[config.mk]
export PLATFORM = sky130hd
export DESIGN_NAME = fsm_sync_sequencer_flat
export DESIGN_NICKNAME = d
export VERILOG_FILES = /design/src/rtl/fsm_sync_sequencer_if.sv /design/src/rtl/fsm_sync_sequencer.sv /design/src/flat_wrapper.sv
export SDC_FILE = /design/constraint.sdc
export NUM_CORES = 1
export LEC_CHECK = 0
export BUFFER_PORTS_ARGS = -buffer_cell sky130_fd_sc_hd__buf_2
export CELL_PAD_IN_SITES_DETAIL_PLACEMENT = 0
export CELL_PAD_IN_SITES_GLOBAL_PLACEMENT = 1
export CORE_MARGIN = 2
export CORE_UTILIZATION = 35
export DETAILED_ROUTE_END_ITERATION = 12
export PLACE_DENSITY_LB_ADDON = 0.1
export SLEW_MARGIN = 25
export SYNTH_ARGS = -nofsm -noshare
export SYNTH_HDL_FRONTEND = slang
export SYNTH_SLANG_ARGS = --single-unit
[constraint.sdc]
create_clock -name clock -period 33.8 [get_ports clock]
set_clock_uncertainty 0.2 [all_clocks]
set_input_delay 3.38 -clock clock [delete_from_list [all_inputs] [get_ports clock]]
set_output_delay 3.38 -clock clock [all_outputs]
set_load 0.03 [all_outputs]
[src/rtl/fsm_sync_sequencer_if.sv]
// fsm_sync_sequencer_if: sync inputs, burst configuration and trigger/status outputs of the sequencer.
interface fsm_sync_sequencer_if #(
    parameter int N_CH   = 4,
    parameter int CNT_W  = 32,
    parameter int SHOT_W = 8
);
    logic                    start_signal;
    logic                    abort_signal;
    logic                    fg_signal;
    logic                    phase_signal;
    logic [SHOT_W-1:0]       n_shots;
    logic [N_CH*CNT_W-1:0]   ch_delay;
    logic [N_CH-1:0]         ch_enable;
    logic [N_CH-1:0]         output_trigger;
    logic                    busy;
    logic                    done_pulse;
    logic                    timeout_err;
    logic [2:0]              scenario_state;
    logic [CNT_W-1:0]        counter_out;
    logic [SHOT_W-1:0]       shot_out;

    modport master (
        output start_signal, abort_signal, fg_signal, phase_signal, n_shots, ch_delay, ch_enable,
        input  output_trigger, busy, done_pulse, timeout_err, scenario_state, counter_out, shot_out
    );

    modport slave (
        input  start_signal, abort_signal, fg_signal, phase_signal, n_shots, ch_delay, ch_enable,
        output output_trigger, busy, done_pulse, timeout_err, scenario_state, counter_out, shot_out
    );
endinterface

[src/rtl/fsm_sync_sequencer.sv]
// fsm_sync_sequencer: FG-armed, phase-locked multi-channel trigger burst sequencer.
// Define FSM_TIMEOUT_EN to bound the FG/phase waits and raise a sticky timeout_err.
module fsm_sync_sequencer #(
    parameter int N_CH        = 4,
    parameter int CNT_W       = 32,
    parameter int FG_DELAY    = 400000,
    parameter int TRIGGER_LEN = 100,
    parameter int SHOT_W      = 8,
    parameter int TIMEOUT     = 10000000
) (
    input logic                  clock,
    input logic                  reset,
    fsm_sync_sequencer_if.slave  bus
);
    localparam logic [2:0] IDLE       = 3'd0;
    localparam logic [2:0] WAIT_FG    = 3'd1;
    localparam logic [2:0] FG_DELAY_S = 3'd2;
    localparam logic [2:0] WAIT_PHASE = 3'd3;
    localparam logic [2:0] FIRE       = 3'd4;
    localparam logic [CNT_W:0]   TL_W    = (CNT_W+1)'(TRIGGER_LEN);
    localparam logic [CNT_W-1:0] FG_LAST = CNT_W'(FG_DELAY - 1);
    localparam logic [CNT_W-1:0] TO_LAST = CNT_W'(TIMEOUT - 1);
`ifdef FSM_TIMEOUT_EN
    localparam bit TO_EN = 1'b1;
`else
    localparam bit TO_EN = 1'b0;
`endif

    logic [2:0]            state_q, state_d;
    logic [CNT_W-1:0]      cnt_q, cnt_d;
    logic [SHOT_W-1:0]     shot_q, shot_d, nsh_q, nsh_d, shot_inc;
    logic [N_CH*CNT_W-1:0] dly_q, dly_d;
    logic [N_CH-1:0]       en_q, en_d, trig_q, trig_d, win;
    logic                  done_q, done_d, terr_q, terr_d;
    logic [1:0]            st_h_q, ab_h_q, fg_h_q, ph_h_q;
    logic                  start_e, abort_e, fg_e, phase_e;
    logic [CNT_W-1:0]      max_dly;
    logic [CNT_W:0]        win_end;

    assign start_e  = st_h_q == 2'b01;
    assign abort_e  = ab_h_q == 2'b01;
    assign fg_e     = fg_h_q == 2'b01;
    assign phase_e  = ph_h_q == 2'b01;
    assign shot_inc = shot_q + 1'b1;

    // Burst window spans the latest enabled channel; an all-disabled burst still lasts TRIGGER_LEN.
    always_comb begin
        max_dly = '0;
        win     = '0;
        for (int k = 0; k < N_CH; k++) begin
            if (en_q[k] && dly_q[k*CNT_W +: CNT_W] > max_dly) max_dly = dly_q[k*CNT_W +: CNT_W];
            win[k] = en_q[k] && cnt_q >= dly_q[k*CNT_W +: CNT_W]
                     && {1'b0, cnt_q} < {1'b0, dly_q[k*CNT_W +: CNT_W]} + TL_W;
        end
        win_end = {1'b0, max_dly} + TL_W;
    end

    always_comb begin
        state_d = state_q;
        cnt_d   = cnt_q;
        shot_d  = shot_q;
        nsh_d   = nsh_q;
        dly_d   = dly_q;
        en_d    = en_q;
        trig_d  = '0;
        done_d  = 1'b0;
        terr_d  = terr_q;
        case (state_q)
            IDLE: begin
                cnt_d = '0;
                if (start_e) begin
                    state_d = WAIT_FG;
                    nsh_d   = bus.n_shots == '0 ? SHOT_W'(1) : bus.n_shots;
                    dly_d   = bus.ch_delay;
                    en_d    = bus.ch_enable;
                    terr_d  = 1'b0;
                    shot_d  = '0;
                end
            end
            WAIT_FG: begin
                state_d = fg_e ? FG_DELAY_S : WAIT_FG;
                cnt_d   = fg_e ? '0 : (TO_EN ? cnt_q + 1'b1 : cnt_q);
            end
            FG_DELAY_S: begin
                state_d = cnt_q == FG_LAST ? WAIT_PHASE : FG_DELAY_S;
                cnt_d   = cnt_q == FG_LAST ? '0 : cnt_q + 1'b1;
            end
            WAIT_PHASE: begin
                state_d = phase_e ? FIRE : WAIT_PHASE;
                cnt_d   = phase_e ? '0 : (TO_EN ? cnt_q + 1'b1 : cnt_q);
            end
            FIRE: begin
                trig_d = win;
                cnt_d  = cnt_q + 1'b1;
                if ({1'b0, cnt_q} == win_end - 1'b1) begin
                    shot_d  = shot_inc;
                    cnt_d   = '0;
                    state_d = shot_inc >= nsh_q ? IDLE : WAIT_PHASE;
                    done_d  = shot_inc >= nsh_q;
                end
            end
            default: begin
                state_d = IDLE;
                cnt_d   = '0;
            end
        endcase
        if (TO_EN && (state_q == WAIT_FG || state_q == WAIT_PHASE) && cnt_q == TO_LAST) begin
            state_d = IDLE;
            cnt_d   = '0;
            terr_d  = 1'b1;
        end
        if (abort_e && state_q != IDLE) begin
            state_d = IDLE;
            cnt_d   = '0;
            trig_d  = '0;
            done_d  = 1'b0;
            terr_d  = terr_q;
        end
    end

    always_ff @(posedge clock) begin
        if (!reset) begin
            state_q <= IDLE;
            cnt_q   <= '0;
            shot_q  <= '0;
            nsh_q   <= '0;
            dly_q   <= '0;
            en_q    <= '0;
            trig_q  <= '0;
            done_q  <= 1'b0;
            terr_q  <= 1'b0;
            st_h_q  <= 2'b11;
            ab_h_q  <= 2'b11;
            fg_h_q  <= 2'b11;
            ph_h_q  <= 2'b11;
        end else begin
            state_q <= state_d;
            cnt_q   <= cnt_d;
            shot_q  <= shot_d;
            nsh_q   <= nsh_d;
            dly_q   <= dly_d;
            en_q    <= en_d;
            trig_q  <= trig_d;
            done_q  <= done_d;
            terr_q  <= terr_d;
            st_h_q  <= {st_h_q[0], bus.start_signal};
            ab_h_q  <= {ab_h_q[0], bus.abort_signal};
            fg_h_q  <= {fg_h_q[0], bus.fg_signal};
            ph_h_q  <= {ph_h_q[0], bus.phase_signal};
        end
    end

    assign bus.output_trigger = trig_q;
    assign bus.busy           = state_q != IDLE;
    assign bus.done_pulse     = done_q;
    assign bus.timeout_err    = terr_q;
    assign bus.scenario_state = state_q;
    assign bus.counter_out    = cnt_q;
    assign bus.shot_out       = shot_q;
endmodule

[src/flat_wrapper.sv]
// flat-port wrapper written by rule: the top's interface ports become plain ports
module fsm_sync_sequencer_flat 
#(
    parameter int N_CH        = 4,
    parameter int CNT_W       = 32,
    parameter int FG_DELAY    = 400000,
    parameter int TRIGGER_LEN = 100,
    parameter int SHOT_W      = 8,
    parameter int TIMEOUT     = 10000000
)
  (clock, reset, bus_start_signal, bus_abort_signal, bus_fg_signal, bus_phase_signal, bus_n_shots, bus_ch_delay, bus_ch_enable, bus_output_trigger, bus_busy, bus_done_pulse, bus_timeout_err, bus_scenario_state, bus_counter_out, bus_shot_out);
  fsm_sync_sequencer_if #(.N_CH(N_CH), .CNT_W(CNT_W), .SHOT_W(SHOT_W)) bus_i ();
  input logic clock;
  input logic reset;
  input wire logic [$bits(bus_i.start_signal)-1:0] bus_start_signal;
  input wire logic [$bits(bus_i.abort_signal)-1:0] bus_abort_signal;
  input wire logic [$bits(bus_i.fg_signal)-1:0] bus_fg_signal;
  input wire logic [$bits(bus_i.phase_signal)-1:0] bus_phase_signal;
  input wire logic [$bits(bus_i.n_shots)-1:0] bus_n_shots;
  input wire logic [$bits(bus_i.ch_delay)-1:0] bus_ch_delay;
  input wire logic [$bits(bus_i.ch_enable)-1:0] bus_ch_enable;
  output wire logic [$bits(bus_i.output_trigger)-1:0] bus_output_trigger;
  output wire logic [$bits(bus_i.busy)-1:0] bus_busy;
  output wire logic [$bits(bus_i.done_pulse)-1:0] bus_done_pulse;
  output wire logic [$bits(bus_i.timeout_err)-1:0] bus_timeout_err;
  output wire logic [$bits(bus_i.scenario_state)-1:0] bus_scenario_state;
  output wire logic [$bits(bus_i.counter_out)-1:0] bus_counter_out;
  output wire logic [$bits(bus_i.shot_out)-1:0] bus_shot_out;
  assign bus_i.start_signal = bus_start_signal;
  assign bus_i.abort_signal = bus_abort_signal;
  assign bus_i.fg_signal = bus_fg_signal;
  assign bus_i.phase_signal = bus_phase_signal;
  assign bus_i.n_shots = bus_n_shots;
  assign bus_i.ch_delay = bus_ch_delay;
  assign bus_i.ch_enable = bus_ch_enable;
  assign bus_output_trigger = bus_i.output_trigger;
  assign bus_busy = bus_i.busy;
  assign bus_done_pulse = bus_i.done_pulse;
  assign bus_timeout_err = bus_i.timeout_err;
  assign bus_scenario_state = bus_i.scenario_state;
  assign bus_counter_out = bus_i.counter_out;
  assign bus_shot_out = bus_i.shot_out;
  fsm_sync_sequencer #(.N_CH(N_CH), .CNT_W(CNT_W), .FG_DELAY(FG_DELAY), .TRIGGER_LEN(TRIGGER_LEN), .SHOT_W(SHOT_W), .TIMEOUT(TIMEOUT)) u_core (.clock(clock), .reset(reset), .bus(bus_i));
endmodule
==> results of run 1 <==
## metrics by stage
stage               hold slack, ns  cells  setup slack, ns
floorplan                    0.202   2800            21.03
global placement             0.214   3678            20.01
detailed placement           0.221   3678            19.84
CTS                          0.247   3710            19.73
global route                 0.289   3710            18.71
finish                       0.241   3712            19.58
## registers in the layout (all words and copies together), names as in the netlist
signal / flops
u_core.bus.scenario_state: 3
u_core.bus.done_pulse: 1
u_core.fg_h_q: 2
u_core.ph_h_q: 2
u_core.bus.counter_out: 32
u_core.dly_q: 128
u_core.st_h_q: 2
u_core.bus.output_trigger: 4
u_core.nsh_q: 8
u_core.ab_h_q: 2
u_core.en_q: 4
u_core.bus.shot_out: 8
## layout make-up
| cell class | count | area (um2) |
|---|---|---|
| Inverter | 167 | 627 |
| Fill cell | 6333 | 35800 |
| Tap cell | 773 | 967 |
| Sequential cell | 196 | 3920 |
| Clock inverter | 15 | 215 |
| Clock buffer | 17 | 425 |
| Antenna cell | 2 | 5.00 |
| Multi-Input combinational cell | 2303 | 16000 |
| Timing Repair Buffer | 239 | 1310 |
## cells in the mapped netlist, drive strengths merged, types with 8 or more instances
cell | n | area share (%)
a31oi | 26 | 0.87
and3 | 22 | 0.65
nor3 | 65 | 1.5
or2 | 10 | 0.31
nor4 | 36 | 1.2
clkbuf | 101 | 1.8
inv | 166 | 3.0
nand2 | 453 | 8.1
o211ai | 17 | 0.67
o21a | 13 | 0.46
a21oi | 139 | 3.3
o21ai | 124 | 2.9
buf | 33 | 0.88
a21boi | 145 | 5.2
ha | 358 | 21
nand3 | 90 | 2.2
xnor2 | 150 | 6.2
mux2 | 14 | 0.75
or3 | 12 | 0.36
a22oi | 12 | 0.43
nor2b | 44 | 1.3
o31ai | 9 | 0.45
nor2 | 155 | 2.8
a21o | 112 | 4.0
nand4 | 81 | 2.4
xor2 | 37 | 1.5
o2111ai | 8 | 0.33
nand2b | 42 | 1.2
a211oi | 11 | 0.39
dfxtp | 196 | 19
## critical path: cells and delay by family (launching register included)
family | cells | cell delay [ns]
flip-flops | 1 | 0.49
multiplexers | 2 | 0.53
adder cells (fa/ha/maj) | 4 | 1.20
AO/OA/AOI/OAI | 24 | 5.78
AND/OR/NAND/NOR | 10 | 4.39
buffers and inverters | 5 | 1.48
## metal layers
metal,part of all wire [%],routed length [um],vias to the layer above,track usage [%]
met5,0,0,-,0
met1,44,36700,9976,33.0
met2,50,41300,452,47.5
li1,-,-,10200,-
met4,2.4,2020,0,7.33
met3,3.6,2970,84,3.07
## path summary, 6_finish.rpt
kind / startpoint / end / slack (ns) / depth (start not counted)
worst max-delay path: u_core.dly_q[2] / u_core.bus.shot_out[5] / 19.58 / 45
worst max register to register: u_core.dly_q[2] / u_core.bus.shot_out[5] / 19.58 / 45
worst min-delay path: u_core.ph_h_q[0] / u_core.ph_h_q[1] / 0.24 / 1
worst min register to register: u_core.ph_h_q[0] / u_core.ph_h_q[1] / 0.24 / 1
## kinds of logic after synthesis
| kind of cell | Yosys count | synth area share [%] |
|---|---|---|
| buf+inv | 301 | 5.65 |
| flops | 196 | 18.6 |
| other cells | 1 | 0.0178 |
| compound gates | 692 | 22.2 |
| xor+xnor | 187 | 7.77 |
| simple gates | 1044 | 23.4 |
| mux | 21 | 1.08 |
| fa+ha+maj | 358 | 21.2 |
## power groups by stage
stage	Combinational [mW]	Sequential, mW	Clock [mW]
after CTS	0.126	0.249	0.242
after global placement	0.124	0.254	0
final	0.127	0.248	0.234
after global routing	0.141	0.249	0.248
after floorplan	0.0884	0.246	0
after detailed placement	0.126	0.254	0
==> results_dict.tcl, run 1 <==
set metrics [dict create \
    synth_top_flop_cell "dfxtp_1" \
    switching_share_pct 35.6 \
    fin_nets 3428 \
    ant_nets 0 \
    timing.fmax_mhz 70.3 \
    maxSlewViolCount 0 \
    setup_viol 0 \
    hold_class "register to register" \
    maxCapViolCount 0 \
    die_w_um 249 \
    dpl-instance-area_um2 22800 \
    p_int_mw 0.392 \
    postCtsHoldBufs 0 \
    crit_fanout 65 \
    avgSynthCellArea_um2 7.53 \
    final_cell_mix "451 x nand2_1, 358 x ha_1, 196 x dfxtp_1" \
    layout_commonest_cell "nand2_1" \
    seq_power_share_pct 40.8 \
    drc_errors 0 \
    drive_above_1_share_pct 10.7 \
    finalCritPeriodShare_pct 42.1 \
    finalHoldViolCount 0 \
    grt_pass1_wl_mm 126 \
    async_flop_share_pct 0 \
    period_needed_ns 14.22 \
    core_area_um2 59200 \
    slowest_delay_ns 0.89 \
    status "complete, no violations" \
    drt-total-wl_mm 82.9 \
    gr-total-overflow 0 \
    grt_usage_pct 26.4 \
    worst_ep_arrival_time_ns 14.48 \
    cp-start-kind "register" \
    vdd_drop_max_v 0.0000400 \
    rsz0062_at_grt "false" \
    drt_iter0_markers 1281 \
    p_clk_share_pct 38.4 \
    worst-endpoint-required_ns 34.05 \
    setup-tns-final_ns 0 \
    io_buffer_count 194 \
    initial_core_util_pct 35.6 \
    post_cts_resized 0 \
    yosys_warnings 0 \
    synth-seq-cells 196 \
    numCtsBuffers 17 \
    row_count 89 \
    gp_congestion 0.968 \
    layout-area-overhead-vs-synth_pct 11.3 \
    insertion_delay_ns 0.53 \
    clk_pin_slew_ns 0.10 \
    synth_cell_type_count 90 \
    clk_path_buf_depth 2 \
    syn_inst 2800 \
    final_cell_area_um2 23500 \
    end_kind "register" \
    synth-seq-area-share_pct 18.6 \
    tritoncts "yes" \
    grt_max_degree 84 \
    routedWlPerCell_um 22.3 \
    ios 196 \
    cts_htree_levels 4 \
    tightest_slew_ns 0.988 \
    antenna_found_initial 0 \
    vias 20700 \
    synth_edf_count 0 \
    fin_util_pct 39.6 \
    grt_pass1_vias 20200 \
    power_frac_comb_pct 20.9 \
    dp.final_hpwl_mm 66.9 \
    criticalPathCategory "register to register" \
    fin_total_pwr_mw 0.609 \
    power.switching_mw 0.217 \
    netlist_area_um2 21100 \
    cts_root_buffer "clkbuf_16" \
    avgViaCountPerCell 5.58 \
    synth.net_count 3304 \
    first_pass_iters 5 \
    leakagePower_nw 9.69 \
    cts_setup_buffers 0 \
    die_h_um 249 \
    cts.sinks 196 \
    cp_slowest_cell "nor4_1" \
    dieArea_um2 62200 \
    power_density_nw_per_um2 26.0 \
    slew_headroom_pct 32.5 \
]
No activity file was read; power rests on OpenSTA's default activity.
==> inputs of run 2 (changes only) <==
clock period = 12.2 ns   (was 33.8 ns; I/O delays follow)
==> results_dict.tcl, run 2 (synthesized netlist as in run 1, its figures left out) <==
set metrics [dict create \
    status "complete, no violations" \
    finalCritPeriodShare_pct 95.8 \
    ant_nets 0 \
    seqCellArea_um2 3920 \
    criticalPathCategory "register to register" \
    hold_depth 1 \
    gr-total-overflow 0 \
    drt-total-wl_mm 85.4 \
    grt-busiest-layer "met2" \
    period_needed_ns 11.69 \
    row_count 89 \
    worst-endpoint-required_ns 12.43 \
    switching_share_pct 34.9 \
    power_frac_comb_pct 23.6 \
    die_w_um 249 \
    pre_cts_slack_ns -0.172 \
    multi_input_area_um2 16200 \
    crit_fanout 20 \
    io_buffer_count 194 \
    core_area_um2 59200 \
    fin_total_pwr_mw 1.72 \
    r2r_setup_slack_ns 0.51 \
    clk_path_buf_depth 2 \
    cp_slowest_cell "or4b_1" \
    tightest_slew_ns 1.04 \
    antenna_found_initial 1 \
    timing.rr.start "u_core.dly_q[1]" \
    vdd_drop_max_v 0.000115 \
    gp_congestion 0.977 \
    fin_nets 3487 \
    numCtsBuffers 17 \
    hold_class "register to register" \
    slew_headroom_pct 30.2 \
    antennaDiodeCount 0 \
    fillers 6293 \
    grt_pass1_vias 20300 \
    finalHoldViolCount 0 \
    timing.fmax_mhz 85.5 \
    holdWs_ns 0.240 \
    leakagePower_nw 10.0 \
    maxCapViolCount 0 \
    tritoncts "yes" \
    cts_root_buffer "clkbuf_16" \
    setup_viol 0 \
    setup_ws_ns 0.510 \
    drive_above_1_share_pct 13.0 \
    p_clk_share_pct 36.5 \
    use_met3_pct 3.18 \
    cp-start-kind "register" \
    grt_pass1_wl_mm 127 \
    min_to "u_core.st_h_q[1]" \
    ios 196 \
    first_pass_iters 7 \
    initial_core_util_pct 35.6 \
    final_cell_mix "451 x nand2_1, 358 x ha_1, 196 x dfxtp_1" \
    largest_register "u_core.dly_q" \
    reg2reg_to "u_core.bus.shot_out[7]" \
    dp.final_hpwl_mm 68.0 \
    end_kind "register" \
    fin_cells 3769 \
    use_met2_pct 46.5 \
    postCtsHoldBufs 0 \
    routedWlPerCell_um 22.7 \
    layout-area-overhead-vs-synth_pct 14.3 \
    clk_pin_slew_ns 0.09 \
    final_cell_area_um2 24100 \
    hold_path_startpoint "u_core.st_h_q[0]" \
    cts_htree_levels 4 \
    vias 21000 \
    maxSlewViolCount 0 \
    slowest_delay_ns 0.61 \
    dpl.cell_count 3727 \
    grt_usage_pct 26.9 \
    dieArea_um2 62200 \
    power.switching_mw 0.598 \
    largest_reg_flops 128 \
    grt_max_degree 108 \
    grtUsageMet1_pct 35.0 \
    seq_power_share_pct 39.9 \
    power_density_nw_per_um2 71.2 \
    worst_ep_arrival_time_ns 11.92 \
    avgViaCountPerCell 5.57 \
    cts.sinks 196 \
    drt_iter0_markers 1391 \
    layout_commonest_cell "nand2_1" \
    p_int_mw 1.12 \
    dpl-instance-area_um2 23300 \
    reg2reg_depth 45 \
    insertion_delay_ns 0.52 \
    die_h_um 249 \
    drc_errors 0 \
]
## run 2: changes by cell type in the layout (fill, tap and decap cells not counted), sizes merged, moves of 2 or more
cell,previous run,this run
inv,178,172
clkinvlp,0,2
clkinv,4,7
diode,2,0
or2,10,12
buf,239,294
## run 2: final cells by class
class / instances / share of cell area [%]
Tap cell: 773 / 4.01
Inverter: 167 / 2.60
Clock buffer: 17 / 1.76
Timing Repair Buffer: 294 / 7.53
Clock inverter: 15 / 0.768
Sequential cell: 196 / 16.3
Multi-Input combinational cell: 2307 / 67.0
## run 2: metrics by stage
step | util [%] | TNS (ns)
floorplan | - | 0
global placement | 39.3 | -3.40
detailed placement | 39.3 | -4.85
CTS | 40.3 | 0
global route | 40.7 | -0.0568
finish | 40.7 | 0
## run 2: worst max-delay path by stage
stage | startpoint | endpoint | cells after the start
2_1_floorplan | u_core.dly_q[2] | u_core.bus.counter_out[27] | 60
3_3_place_gp | u_core.dly_q[1] | u_core.bus.shot_out[7] | 45
3_5_place_dp | u_core.dly_q[2] | u_core.bus.shot_out[5] | 47
4_1_cts | u_core.dly_q[2] | u_core.bus.shot_out[7] | 47
5_1_grt | u_core.dly_q[2] | u_core.bus.shot_out[5] | 47
6_report | u_core.dly_q[1] | u_core.bus.shot_out[7] | 45
## run 2: repair_timing
item | CTS | global route
pin swaps | 0 | 5
endpoints found under the setup margin | 42 | 44
endpoints found under the hold margin | 0 | 0
gates resized for setup | 1 | 33
buffers inserted | 0 | 5
cloned | 0 | 4
## run 2: power by group through the flow
stage	clock network [mW]	logic (mW)	registers, mW
2_1_floorplan	0	0.246	0.683
3_3_place_gp	0	0.378	0.700
3_5_place_dp	0	0.380	0.700
4_1_cts	0.650	0.383	0.685
5_1_grt	0.664	0.441	0.687
6_report	0.626	0.404	0.685
## run 2: worst max-delay path, delay by kind of cell, from the launching register on
kind	cells	cell delay, ns
AOI/OAI and AO/OA	14	3.40
xor gates and xnor gates	2	0.33
adders and majority gates	4	1.07
buffers and inverters	6	1.20
DFF	1	0.39
muxes	3	0.84
and+or+nand+nor	16	4.15
## run 2: layer usage
metal | vias to the layer above | wire length (um)
li1 | 10300 | -
met1 | 10100 | 39200
met2 | 513 | 40900
met3 | 97 | 3190
met4 | 0 | 2140
met5 | - | 0
